$ cat src/rtl/approx_err_monitor_if.sv
// Signal bundle between the error monitor and the approximate multiplier
// under test. The environment side also supplies the start pulse and reads
// back the results.
interface approx_err_monitor_if;
  logic        start;
  logic [7:0]  op_a;
  logic [7:0]  op_b;
  logic [15:0] approx_y;
  logic        busy;
  logic        done;
  logic [16:0] err_count;
  logic [31:0] sum_ed;
  logic [15:0] max_ed;
  logic [7:0]  max_a;
  logic [7:0]  max_b;

  modport master (
    input  start, approx_y,
    output op_a, op_b, busy, done, err_count, sum_ed, max_ed, max_a, max_b
  );

  modport slave (
    output start, approx_y,
    input  op_a, op_b, busy, done, err_count, sum_ed, max_ed, max_a, max_b
  );
endinterface

$ cat src/rtl/approx_err_monitor.sv
// Exhaustive error characterisation of an external 8x8 approximate multiplier.
// Sweeps all 65536 operand pairs, compares the returned product against the
// exact one and accumulates mismatch count, summed error distance and the
// worst-case error with the operands that first produced it.
//
// state | meaning
// IDLE  | reset state, waiting for start, results hold 0
// RUN   | sweeping operands, one vector per cycle, stage-2 accumulating
// DRAIN | accumulate the last vector of the sweep
// DONE  | results stable, a new start re-runs the sweep
module approx_err_monitor (
  input  logic                        clk,
  input  logic                        rst_n,
  approx_err_monitor_if.master        bus
);

  typedef enum logic [1:0] {
    IDLE  = 2'd0,
    RUN   = 2'd1,
    DRAIN = 2'd2,
    DONE  = 2'd3
  } state_t;

  state_t      state;
  logic [15:0] idx;
  logic        busy_q;
  logic        done_q;

  logic        s1_valid;
  logic        s1_mis;
  logic [15:0] s1_ed;
  logic [7:0]  s1_a;
  logic [7:0]  s1_b;

  logic [16:0] err_count_q;
  logic [31:0] sum_ed_q;
  logic [15:0] max_ed_q;
  logic [7:0]  max_a_q;
  logic [7:0]  max_b_q;

  logic [7:0]  cur_a;
  logic [7:0]  cur_b;
  logic [15:0] exact_p;
  logic [15:0] ed;

  // The index is back at 0 outside RUN (cleared on start, wrapped at the end
  // of the sweep, cleared by reset), so the operands read 0 there for free.
  assign cur_a = idx[15:8];
  assign cur_b = idx[7:0];

  // Exact product and absolute error distance for the vector currently applied.
  always_comb begin
    exact_p = 16'(cur_a) * 16'(cur_b);
    if (exact_p >= bus.approx_y) ed = exact_p - bus.approx_y;
    else                         ed = bus.approx_y - exact_p;
  end

  // Sequencing FSM, stage-1 capture and stage-2 accumulation.
  always_ff @(posedge clk or negedge rst_n) begin
    if (!rst_n) begin
      state       <= IDLE;
      idx         <= '0;
      busy_q      <= 1'b0;
      done_q      <= 1'b0;
      s1_valid    <= 1'b0;
      s1_mis      <= 1'b0;
      s1_ed       <= '0;
      s1_a        <= '0;
      s1_b        <= '0;
      err_count_q <= '0;
      sum_ed_q    <= '0;
      max_ed_q    <= '0;
      max_a_q     <= '0;
      max_b_q     <= '0;
    end else begin
      // Stage 2: valid is only ever set in RUN and is cleared in DRAIN.
      if (s1_valid) begin
        err_count_q <= err_count_q + 17'(s1_mis);
        sum_ed_q    <= sum_ed_q + 32'(s1_ed);
        // Strict compare keeps the first worst vector in sweep order.
        if (s1_ed > max_ed_q) begin
          max_ed_q <= s1_ed;
          max_a_q  <= s1_a;
          max_b_q  <= s1_b;
        end
      end

      case (state)
        IDLE, DONE: begin
          if (bus.start) begin
            state       <= RUN;
            idx         <= '0;
            busy_q      <= 1'b1;
            done_q      <= 1'b0;
            s1_valid    <= 1'b0;
            err_count_q <= '0;
            sum_ed_q    <= '0;
            max_ed_q    <= '0;
            max_a_q     <= '0;
            max_b_q     <= '0;
          end
        end
        RUN: begin
          s1_valid <= 1'b1;
          s1_mis   <= (bus.approx_y != exact_p);
          s1_ed    <= ed;
          s1_a     <= cur_a;
          s1_b     <= cur_b;
          idx      <= idx + 16'd1;
          if (idx == 16'hFFFF) state <= DRAIN;
        end
        DRAIN: begin
          s1_valid <= 1'b0;
          state    <= DONE;
          busy_q   <= 1'b0;
          done_q   <= 1'b1;
        end
        default: state <= IDLE;
      endcase
    end
  end

  assign bus.op_a      = cur_a;
  assign bus.op_b      = cur_b;
  assign bus.busy      = busy_q;
  assign bus.done      = done_q;
  assign bus.err_count = err_count_q;
  assign bus.sum_ed    = sum_ed_q;
  assign bus.max_ed    = max_ed_q;
  assign bus.max_a     = max_a_q;
  assign bus.max_b     = max_b_q;

endmodule

$ cat src/flat_wrapper.sv
// flat-port wrapper written by rule: the top's interface ports become plain ports
module approx_err_monitor_flat 
  (clk, rst_n, bus_start, bus_approx_y, bus_op_a, bus_op_b, bus_busy, bus_done, bus_err_count, bus_sum_ed, bus_max_ed, bus_max_a, bus_max_b);
  approx_err_monitor_if bus_i ();
  input  logic clk;
  input  logic rst_n;
  input wire logic [$bits(bus_i.start)-1:0] bus_start;
  input wire logic [$bits(bus_i.approx_y)-1:0] bus_approx_y;
  output wire logic [$bits(bus_i.op_a)-1:0] bus_op_a;
  output wire logic [$bits(bus_i.op_b)-1:0] bus_op_b;
  output wire logic [$bits(bus_i.busy)-1:0] bus_busy;
  output wire logic [$bits(bus_i.done)-1:0] bus_done;
  output wire logic [$bits(bus_i.err_count)-1:0] bus_err_count;
  output wire logic [$bits(bus_i.sum_ed)-1:0] bus_sum_ed;
  output wire logic [$bits(bus_i.max_ed)-1:0] bus_max_ed;
  output wire logic [$bits(bus_i.max_a)-1:0] bus_max_a;
  output wire logic [$bits(bus_i.max_b)-1:0] bus_max_b;
  assign bus_i.start = bus_start;
  assign bus_i.approx_y = bus_approx_y;
  assign bus_op_a = bus_i.op_a;
  assign bus_op_b = bus_i.op_b;
  assign bus_busy = bus_i.busy;
  assign bus_done = bus_i.done;
  assign bus_err_count = bus_i.err_count;
  assign bus_sum_ed = bus_i.sum_ed;
  assign bus_max_ed = bus_i.max_ed;
  assign bus_max_a = bus_i.max_a;
  assign bus_max_b = bus_i.max_b;
  approx_err_monitor u_core (.clk(clk), .rst_n(rst_n), .bus(bus_i));
endmodule
$ cat config.mk
export PLATFORM = sky130hd
export DESIGN_NAME = approx_err_monitor_flat
export DESIGN_NICKNAME = d
export VERILOG_FILES = /design/src/rtl/approx_err_monitor_if.sv /design/src/rtl/approx_err_monitor.sv /design/src/flat_wrapper.sv
export SDC_FILE = /design/constraint.sdc
export NUM_CORES = 1
export LEC_CHECK = 0
export CAP_MARGIN = 20
export CORE_MARGIN = 2
export CORE_UTILIZATION = 40
export CTS_BUF_LIST = sky130_fd_sc_hd__clkbuf_16
export DETAILED_ROUTE_END_ITERATION = 6
export DONT_BUFFER_PORTS = 1
export PLACE_DENSITY_LB_ADDON = 0.12
export SYNTH_ARGS = -nofsm -noshare
export SYNTH_HDL_FRONTEND = slang
export SYNTH_SLANG_ARGS = --single-unit
$ cat constraint.sdc
create_clock -name clk -period 6.72 [get_ports clk]
set_clock_uncertainty 0.2 [all_clocks]
set_input_delay 1.68 -clock clk [delete_from_list [all_inputs] [get_ports clk]]
set_output_delay 1.68 -clock clk [all_outputs]
set_load 0.005 [all_outputs]
== Yosys cells after proc, flatten, opt, wreduce, memory -nomap -nowiden ==
Cells that the tools add are included.

* $add $sub $neg: 5
* Multipliers: 1
* Order comparisons: 2
* Equal/unequal tests: 7
* Multiplexer cells: 29
* Reductions and logical operators: 7

{| class="wikitable"
|+ Operator list
! cell !! number
|-
| $mux 16 || 6
|-
| $mux 32 || 3
|-
| $mux 8 || 8
|-
| $mux 17 || 3
|-
| $add 32x16->32 || 1
|-
| $pmux 16 s2 || 1
|-
| $sub 16x16->16 || 2
|-
| $add 17x1->17 || 1
|-
| $add 16x1->16 const B || 1
|-
| $eq 16x16->1 const B || 1
|-
| $ge 16x16->1 || 1
|-
| $gt 16x16->1 || 1
|-
| $mul 8x8->16 || 1
|-
| $ne 16x16->1 || 1
|-
| $pmux 2 s3 || 1
|-
| $reduce_and 2->1 || 3
|-
| $eq 2x2->1 const B || 2
|-
| $mux 2 || 2
|-
| $pmux 1 s2 || 2
|-
| $reduce_bool 2->1 || 2
|-
| $pmux 1 s3 || 1
|-
| $eq 2x1->1 const B || 1
|-
| $logic_not 2->1 || 1
|-
| $mux 1 || 2
|-
| 3 further kinds || 3
|}

* Flip-flop bits (word level): 135
* Bits of input ports: 19
* Output and inout port bits: 99
* Word-level logic and storage cells: 65

== Longest topological paths before layout ==
Gate-level depths: netlist of run 1.

* Depth in word-level cells: 5
* Mapped depth: 28
* Mapped depth without buffers: 24

== Worst setup path after synthesis of run 1 ==
No wires, ideal clock.

* Path kind: register to register
* From: reg u_core.idx[9]
* To: reg u_core.s1_ed[15]
* Setup time: 0.090 ns
* Arrival: 6.343 ns
* Required time: 6.430 ns
* Path slack: 0.087 ns
* Stages on the path, launching flop included: 26
* Buffers on the path: 3
* Clock period less this slack: 6.633 ns
* Path through: dfrtp_1 > clkbuf_1 > clkbuf_1 > nand2_1 > fa_1 > fa_1 > inv_1 > fa_1 > inv_1 > fa_1 > inv_1 > ha_1 > nor2b_1 > o41a_1 > a41oi_1 > nor2b_1 > xnor2_1 > ha_1 > buf_6 > o21ai_1 > nor4b_2 > o31a_1 > nor3_4 > a311oi_1 > or4_1 > o2111ai_1

* Word-level cells in the longest chain between the ends: 3
* Elaborated cells on any way between the ends: 5
* Classes of those cells: add/sub: 2; mul: 1; order compare: 1; mux: 1

{| class="wikitable"
|+ RTL lines
! what !! RTL line !! text
|-
| start: declaration || approx_err_monitor.sv:25 || <nowiki>logic [15:0] idx;</nowiki>
|-
| start signal: assignment || approx_err_monitor.sv:109 || <nowiki>idx <= idx + 16'd1;</nowiki>
|-
| $mul 8x8->16 (*) || approx_err_monitor.sv:53 || <nowiki>exact_p = 16'(cur_a) * 16'(cur_b);</nowiki>
|-
| $sub 16x16->16 (tied with other cells) || approx_err_monitor.sv:55 || <nowiki>else ed = bus.approx_y - exact_p;</nowiki>
|-
| $mux 16 (*) || approx_err_monitor.sv:54 || <nowiki>if (exact_p >= bus.approx_y) ed = exact_p - bus.approx_y;</nowiki>
|-
| end signal: assignment || approx_err_monitor.sv:67 || <nowiki>s1_ed <= '0;</nowiki>
|-
| end signal: assignment || approx_err_monitor.sv:106 || <nowiki>s1_ed <= ed;</nowiki>
|-
| end: declaration || approx_err_monitor.sv:31 || <nowiki>logic [15:0] s1_ed;</nowiki>
|}

Every way passes the cells marked *; elsewhere a longest branch is shown, timed or not.
A chain may end at the register's enable or synchronous reset.

== Final worst setup path of run 1 ==
* From: reg u_core.idx[9]
* To: reg u_core.s1_ed[10]

Same word-level chain as after synthesis.

==> results.yml, run 1 <==
status:
  status: "finished, violations left"
  violations: "DRC"
cts:
  hold_buffers: 0
  cts_buffers: 17
  clk_pin_slew_ps: 60
  clk-insertion-delay-late_ps: 430
  cts.sinks: 135
  cts_tree: "yes"
  htreeDepth: 4
  root_buffer: "clkbuf_16"
  clock_path_buffers: 2
final_layout:
  multi_input_comb_area_mm2: 0.00714
  nets: 1413
  area_growth_pct: 13.0
  drive_above_1_share_pct: 14.9
  n_fill_cell: 2642
  fin_cells: 1604
  area.sequential_mm2: 0.00339
  final_core_util_pct: 46.2
  antenna_cells: 0
flow_run:
  drv_cap: 0
floorplanning:
  chipHeight_um: 170
  die_area_mm2: 0.0290
  rows: 60
  die_width_um: 170
  fp.coreArea_mm2: 0.0270
  pin_count: 118
  start_util_pct: 40.9
detailed_routing:
  wirelength_um: 27800
  drc: 4
  ant_nets: 0
  vias: 8619
  drtIter0Drc: 508
  viasPerCell: 5.37
  first_pass_iters: 7
  detail_route.wl_per_cell_um: 17.3
critical_path:
  critical_path_arrival_ps: 6590
  cp_top_family: "adder cells"
  worstPathMaxFanout: 8
  critPathBufInv: 6
  required_ps: 6850
  path_class: "flop to flop"
  crit_slowest_cell: "fa_1"
  start_kind: "flop"
  reg2reg_depth: 25
  cp_slowest_stage_delay_ps: 550
  crit_path_end_kind: "flop"
  crit_cells: 25
synthesis:
  ys_seq_elements: 135
  netlist_area_mm2: 0.0111
  yosysWarnings: 0
  ys_seq_area_share_pct: 30.6
  synth-edff-count: 0
  synthArstFlopShare_pct: 100
  syn_area_per_cell_um2: 9.02
  synth-main-ff-cell: "dfrtp_1"
  synth.net_count: 1389
  synth.distinct_cells: 72
  synthCells: 1226
global_route:
  grt_overflow: 0
  grtUsageTotal_pct: 19.5
  grt_pass1_vias: 8360
  grt_max_degree: 136
  grt_pass1_wl_um: 44900
  antenna_found_initial: 0
timing:
  final-setup-viol-count: 0
  slew_violations: 0
  finalCriticalPeriod_ps: 6460
  period_share_pct: 96.2
  hold_viol_final: 0
  max_freq_mhz: 155
  hold_ws_ps: 307
  slew_headroom_pct: 34.8
  fin_setup_tns_ps: 0
  rsz0062_at_grt: "true"
  tightest_slew_ps: 978
min_path:
  min_path_cells: 1
  hp-class: "flop to flop"
placed_design:
  placed_cells: 1563
  io_buffers: 0
  gp_congestion: 0.888
  hpwlAfterDp_um: 20900
power_and_ir_drop:
  leakagePower_nw: 5.97
  finalPower_w: 0.00375
  peakVddDrop_v: 0.000216
  power_density_mw_per_mm2: 300
## logic make-up after synthesis
| group | share of synthesized area [%] |
|---|---|
| adders and majority gates | 18.9 |
| AOI/OAI and AO/OA | 13.1 |
| DFF | 30.6 |
| xor gates and xnor gates | 4.99 |
| muxes | 6.93 |
| and+or+nand+nor | 18.7 |
| buffers and inverters | 6.86 |
## per-stage QoR
stage | setup slack (ps) | cell area, um2
after global routing | -21.2 | 12500
final | 257 | 12500
after floorplan | 87.4 | 11100
after CTS | 27.6 | 12200
after global placement | 176 | 11600
after detailed placement | 56.1 | 11600
## where the power goes
group	leakage (nW)	switching, W	internal, W
clock	0.267	0.000383	0.000547
combinational	3.93	0.000950	0.000648
sequential	1.78	0.000241	0.000984
## registers in the layout, indices dropped and copies added (netlist names)
name,flops
u_core.bus.busy,1
u_core.bus.done,1
u_core.bus.max_a,8
u_core.state,2
u_core.bus.err_count,17
u_core.s1_b,8
u_core.bus.sum_ed,32
u_core.bus.max_ed,16
u_core.idx,16
u_core.bus.max_b,8
u_core.s1_valid,1
u_core.s1_ed,16
u_core.s1_a,8
u_core.s1_mis,1
## layout make-up
cell class | count | share of cell area (%)
sequential | 135 | 27.1
tap | 341 | 3.41
clock inverter | 15 | 1.25
timing repair buffer | 68 | 4.25
inverter | 114 | 3.42
clock buffer | 17 | 3.40
multi-input combinational | 914 | 57.1
## worst paths after layout
check,from,endpoint,slack [ps]
hold reg to reg,u_core.s1_b[2],u_core.s1_b[2],310
setup reg to reg,u_core.idx[9],u_core.s1_ed[10],260
setup / recovery,u_core.idx[9],u_core.s1_ed[10],260
hold / removal,u_core.s1_b[2],u_core.s1_b[2],310
max in group asynchronous,rst_n,u_core.idx[10],5360
min in group asynchronous,rst_n,u_core.bus.err_count[13],750
## per-layer routing
| layer | track usage [%] | up-vias | wire length [um] |
|---|---|---|---|
| met5 | 0 | - | 0 |
| met4 | 4.79 | 0 | 346 |
| met3 | 3.53 | 25 | 1280 |
| met2 | 30.5 | 162 | 12400 |
| met1 | 27.8 | 4187 | 13800 |
| li1 | - | 4245 | - |
## placed cells by master (no fill, tap or decap), types with 37 or more instances in the layout
cell	Yosys	routed
nand2_1	125	122
dfrtp_1	135	126
mux2i_1	54	51
nor2_1	96	94
fa_1	39	37
buf_4	0	65
and2_1	58	56
o21ai_0	47	45
a21oi_1	50	47
ha_1	105	100
inv_1	113	114
## cell usage after synthesis, drive strengths merged (3+ instances only)
| cell | instances | area share, % |
|---|---|---|
| dfrtp | 135 | 31 |
| nand2 | 125 | 4.2 |
| inv | 113 | 3.8 |
| ha | 105 | 12 |
| nor2 | 96 | 3.3 |
| and2 | 58 | 3.3 |
| mux2i | 54 | 4.9 |
| a21oi | 51 | 2.3 |
| o21ai | 51 | 2.3 |
| clkbuf | 45 | 2.0 |
| fa | 39 | 7.1 |
| xor2 | 32 | 2.5 |
| xnor2 | 31 | 2.5 |
| nand3 | 30 | 1.4 |
| a21o | 29 | 2.0 |
| nand4 | 29 | 1.6 |
| and3 | 21 | 1.2 |
| mux2 | 20 | 2.0 |
| buf | 18 | 1.0 |
| nor3 | 17 | 0.87 |
| a31oi | 11 | 0.62 |
| o31ai | 11 | 0.92 |
| a211oi | 10 | 0.79 |
| nor2b | 8 | 0.45 |
| o21a | 8 | 0.54 |
| o21bai | 7 | 0.48 |
| a31o | 5 | 0.40 |
| nor4 | 5 | 0.28 |
| and4 | 4 | 0.32 |
| nand2b | 4 | 0.23 |
| nor3b | 4 | 0.27 |
| o211ai | 4 | 0.27 |
| o31a | 4 | 0.34 |
| or3 | 4 | 0.23 |
| a41o | 3 | 0.28 |
| or2 | 3 | 0.17 |
## what timing repair did
item / in CTS / in global routing
buffers inserted: 0 / 9
setup endpoints to repair: 0 / 15
resized for setup: 0 / 51
Power figures use the tool's default switching activity.
==> inputs of run 2 (changes only) <==
- CELL_PAD_IN_SITES_DETAIL_PLACEMENT: unset -> 1
- CELL_PAD_IN_SITES_GLOBAL_PLACEMENT: unset -> 1
- RECOVER_POWER: unset -> 25
==> results.yml, run 2 (synthesized netlist as in run 1, its figures left out) <==
status:
  status: "finished clean"
global_route:
  antenna_found_initial: 0
  grt_max_degree: 136
  grt_pass1_vias: 9184
  grt_pass1_wl_um: 49900
  grtUsageTotal_pct: 21.8
  grt_overflow: 0
floorplanning:
  rows: 60
  fp.coreArea_mm2: 0.0270
  start_util_pct: 40.9
  pin_count: 118
  die_area_mm2: 0.0290
  chipHeight_um: 170
  die_width_um: 170
cts:
  root_buffer: "clkbuf_16"
  cts.sinks: 135
  cts_tree: "yes"
  htreeDepth: 4
  clock_path_buffers: 2
  cts_buffers: 17
  clk-insertion-delay-late_ps: 430
  clk_pin_slew_ps: 70
timing:
  worst_slack_ps: 224
  tightest_slew_ps: 1020
  slew_headroom_pct: 32.0
  period_share_pct: 96.7
  max_freq_mhz: 154
  hold_ws_ps: 306
  hold_viol_final: 0
  finalCriticalPeriod_ps: 6500
  final-setup-viol-count: 0
  slew_violations: 0
final_layout:
  drive_above_1_share_pct: 15.0
  stdcell_area_mm2: 0.0126
  largest_reg_flops: 32
  nets: 1417
  antenna_cells: 0
  final_cell_mix: "dfrtp_1, nand2_1, inv_1, ha_1, nor2_1"
  area_growth_pct: 13.7
  final_common_cell: "dfrtp_1"
critical_path:
  crit_path_end_kind: "flop"
  reg2reg_depth: 23
  reg2reg_from: "u_core.idx[5]"
  worstPathMaxFanout: 6
  required_ps: 6810
  path_class: "flop to flop"
  r2r_slack_ps: 220
  critical_path_arrival_ps: 6580
  start_kind: "flop"
  timing.rr.end: "u_core.s1_ed[7]"
min_path:
  min_from: "u_core.s1_b[6]"
  hp-class: "flop to flop"
  min_to: "u_core.s1_b[6]"
  min_path_cells: 1
detailed_routing:
  ant_nets: 0
  vias: 8852
  first_pass_iters: 5
  detail_route.wl_per_cell_um: 19.3
  viasPerCell: 5.51
  drc: 0
  drtIter0Drc: 377
  wirelength_um: 31000
flow_run:
  drv_cap: 0
placed_design:
  hpwlAfterDp_um: 23200
  dpl_worst_slack_ps: -89.3
  place_area_mm2: 0.0116
  io_buffers: 0
  gp_congestion: 0.872
power_and_ir_drop:
  leakagePower_nw: 6.02
  power_density_mw_per_mm2: 309
  peakVddDrop_v: 0.000144
[run 2: changes by cell type in the layout (fill, tap and decap cells not counted), moves of 3 or more]
cell        delta
buf_4          +4
clkinv_2       +4
clkinvlp_4     -4
ha_4           +3
inv_1          -3
mux2i_2        -3
[run 2: timing repair]
item,CTS,global route
setup buffers,0,12
gates resized for setup,3,47
gates cloned,0,0
hold buffers,0,0
setup endpoints to repair,3,15
pin swaps,0,27
[run 2: per-stage QoR]
stage	utilization, %	power, W	cells	TNS (ps)
after floorplan	-	0.00244	1226	0
after global placement	43.1	0.00282	1564	-15.4
after detailed placement	43.1	0.00288	1564	-136
after CTS	45.3	0.00391	1594	0
after global routing	46.5	0.00419	1606	-205
final	46.5	0.00388	1606	0
[run 2: critical path, cell delays in order, from the launching register on]
cell      delay [ps]
dfrtp_2          420
nand2_1          100
fa_1             540
fa_1             560
inv_1             60
fa_1             540
inv_1             60
fa_1             530
inv_1             70
ha_4             250
nor2b_1          150
o41a_1           340
a41oi_2          210
nor2b_4          200
xnor2_1           70
ha_1             370
o21ai_2          230
a21oi_2           80
o31a_1           390
nor3_4           300
buf_6            160
mux2i_4          240
o31a_1           180
o311ai_2         100
[run 2: worst max path at each step]
stage	slack [ps]	endpoint	cells past startpoint	startpoint
5_1_grt	-50	u_core.s1_ed[6]	27	u_core.idx[9]
3_3_place_gp	-20	u_core.s1_ed[14]	25	u_core.idx[3]
3_5_place_dp	-90	u_core.s1_ed[8]	23	u_core.idx[3]
4_1_cts	4	u_core.s1_ed[7]	23	u_core.idx[4]
2_1_floorplan	90	u_core.s1_ed[15]	25	u_core.idx[9]
6_report	220	u_core.s1_ed[7]	23	u_core.idx[5]
[run 2: routing by layer]
layer | track usage [%] | share of wire (%) | vias to the layer above
li1 | - | - | 4250
met5 | 0 | 0 | -
met1 | 30.5 | 48 | 4404
met3 | 4.19 | 4.3 | 32
met4 | 5.02 | 1.4 | 0
met2 | 35.0 | 46 | 166
[run 2: layout make-up]
class                   count  area, um2
fillers                  3129      14500
inverters                 114        428
clock buffers              17        425
clock inverters            13        181
well taps                 341        427
flip-flops and latches    135       3390
multi-input cells         914       7170
repair buffers             72        554
[run 2: where the power goes]
group / internal [W] / switching, W
logic: 0.000660 / 0.00102
clock network: 0.000616 / 0.000375
registers: 0.000984 / 0.000227
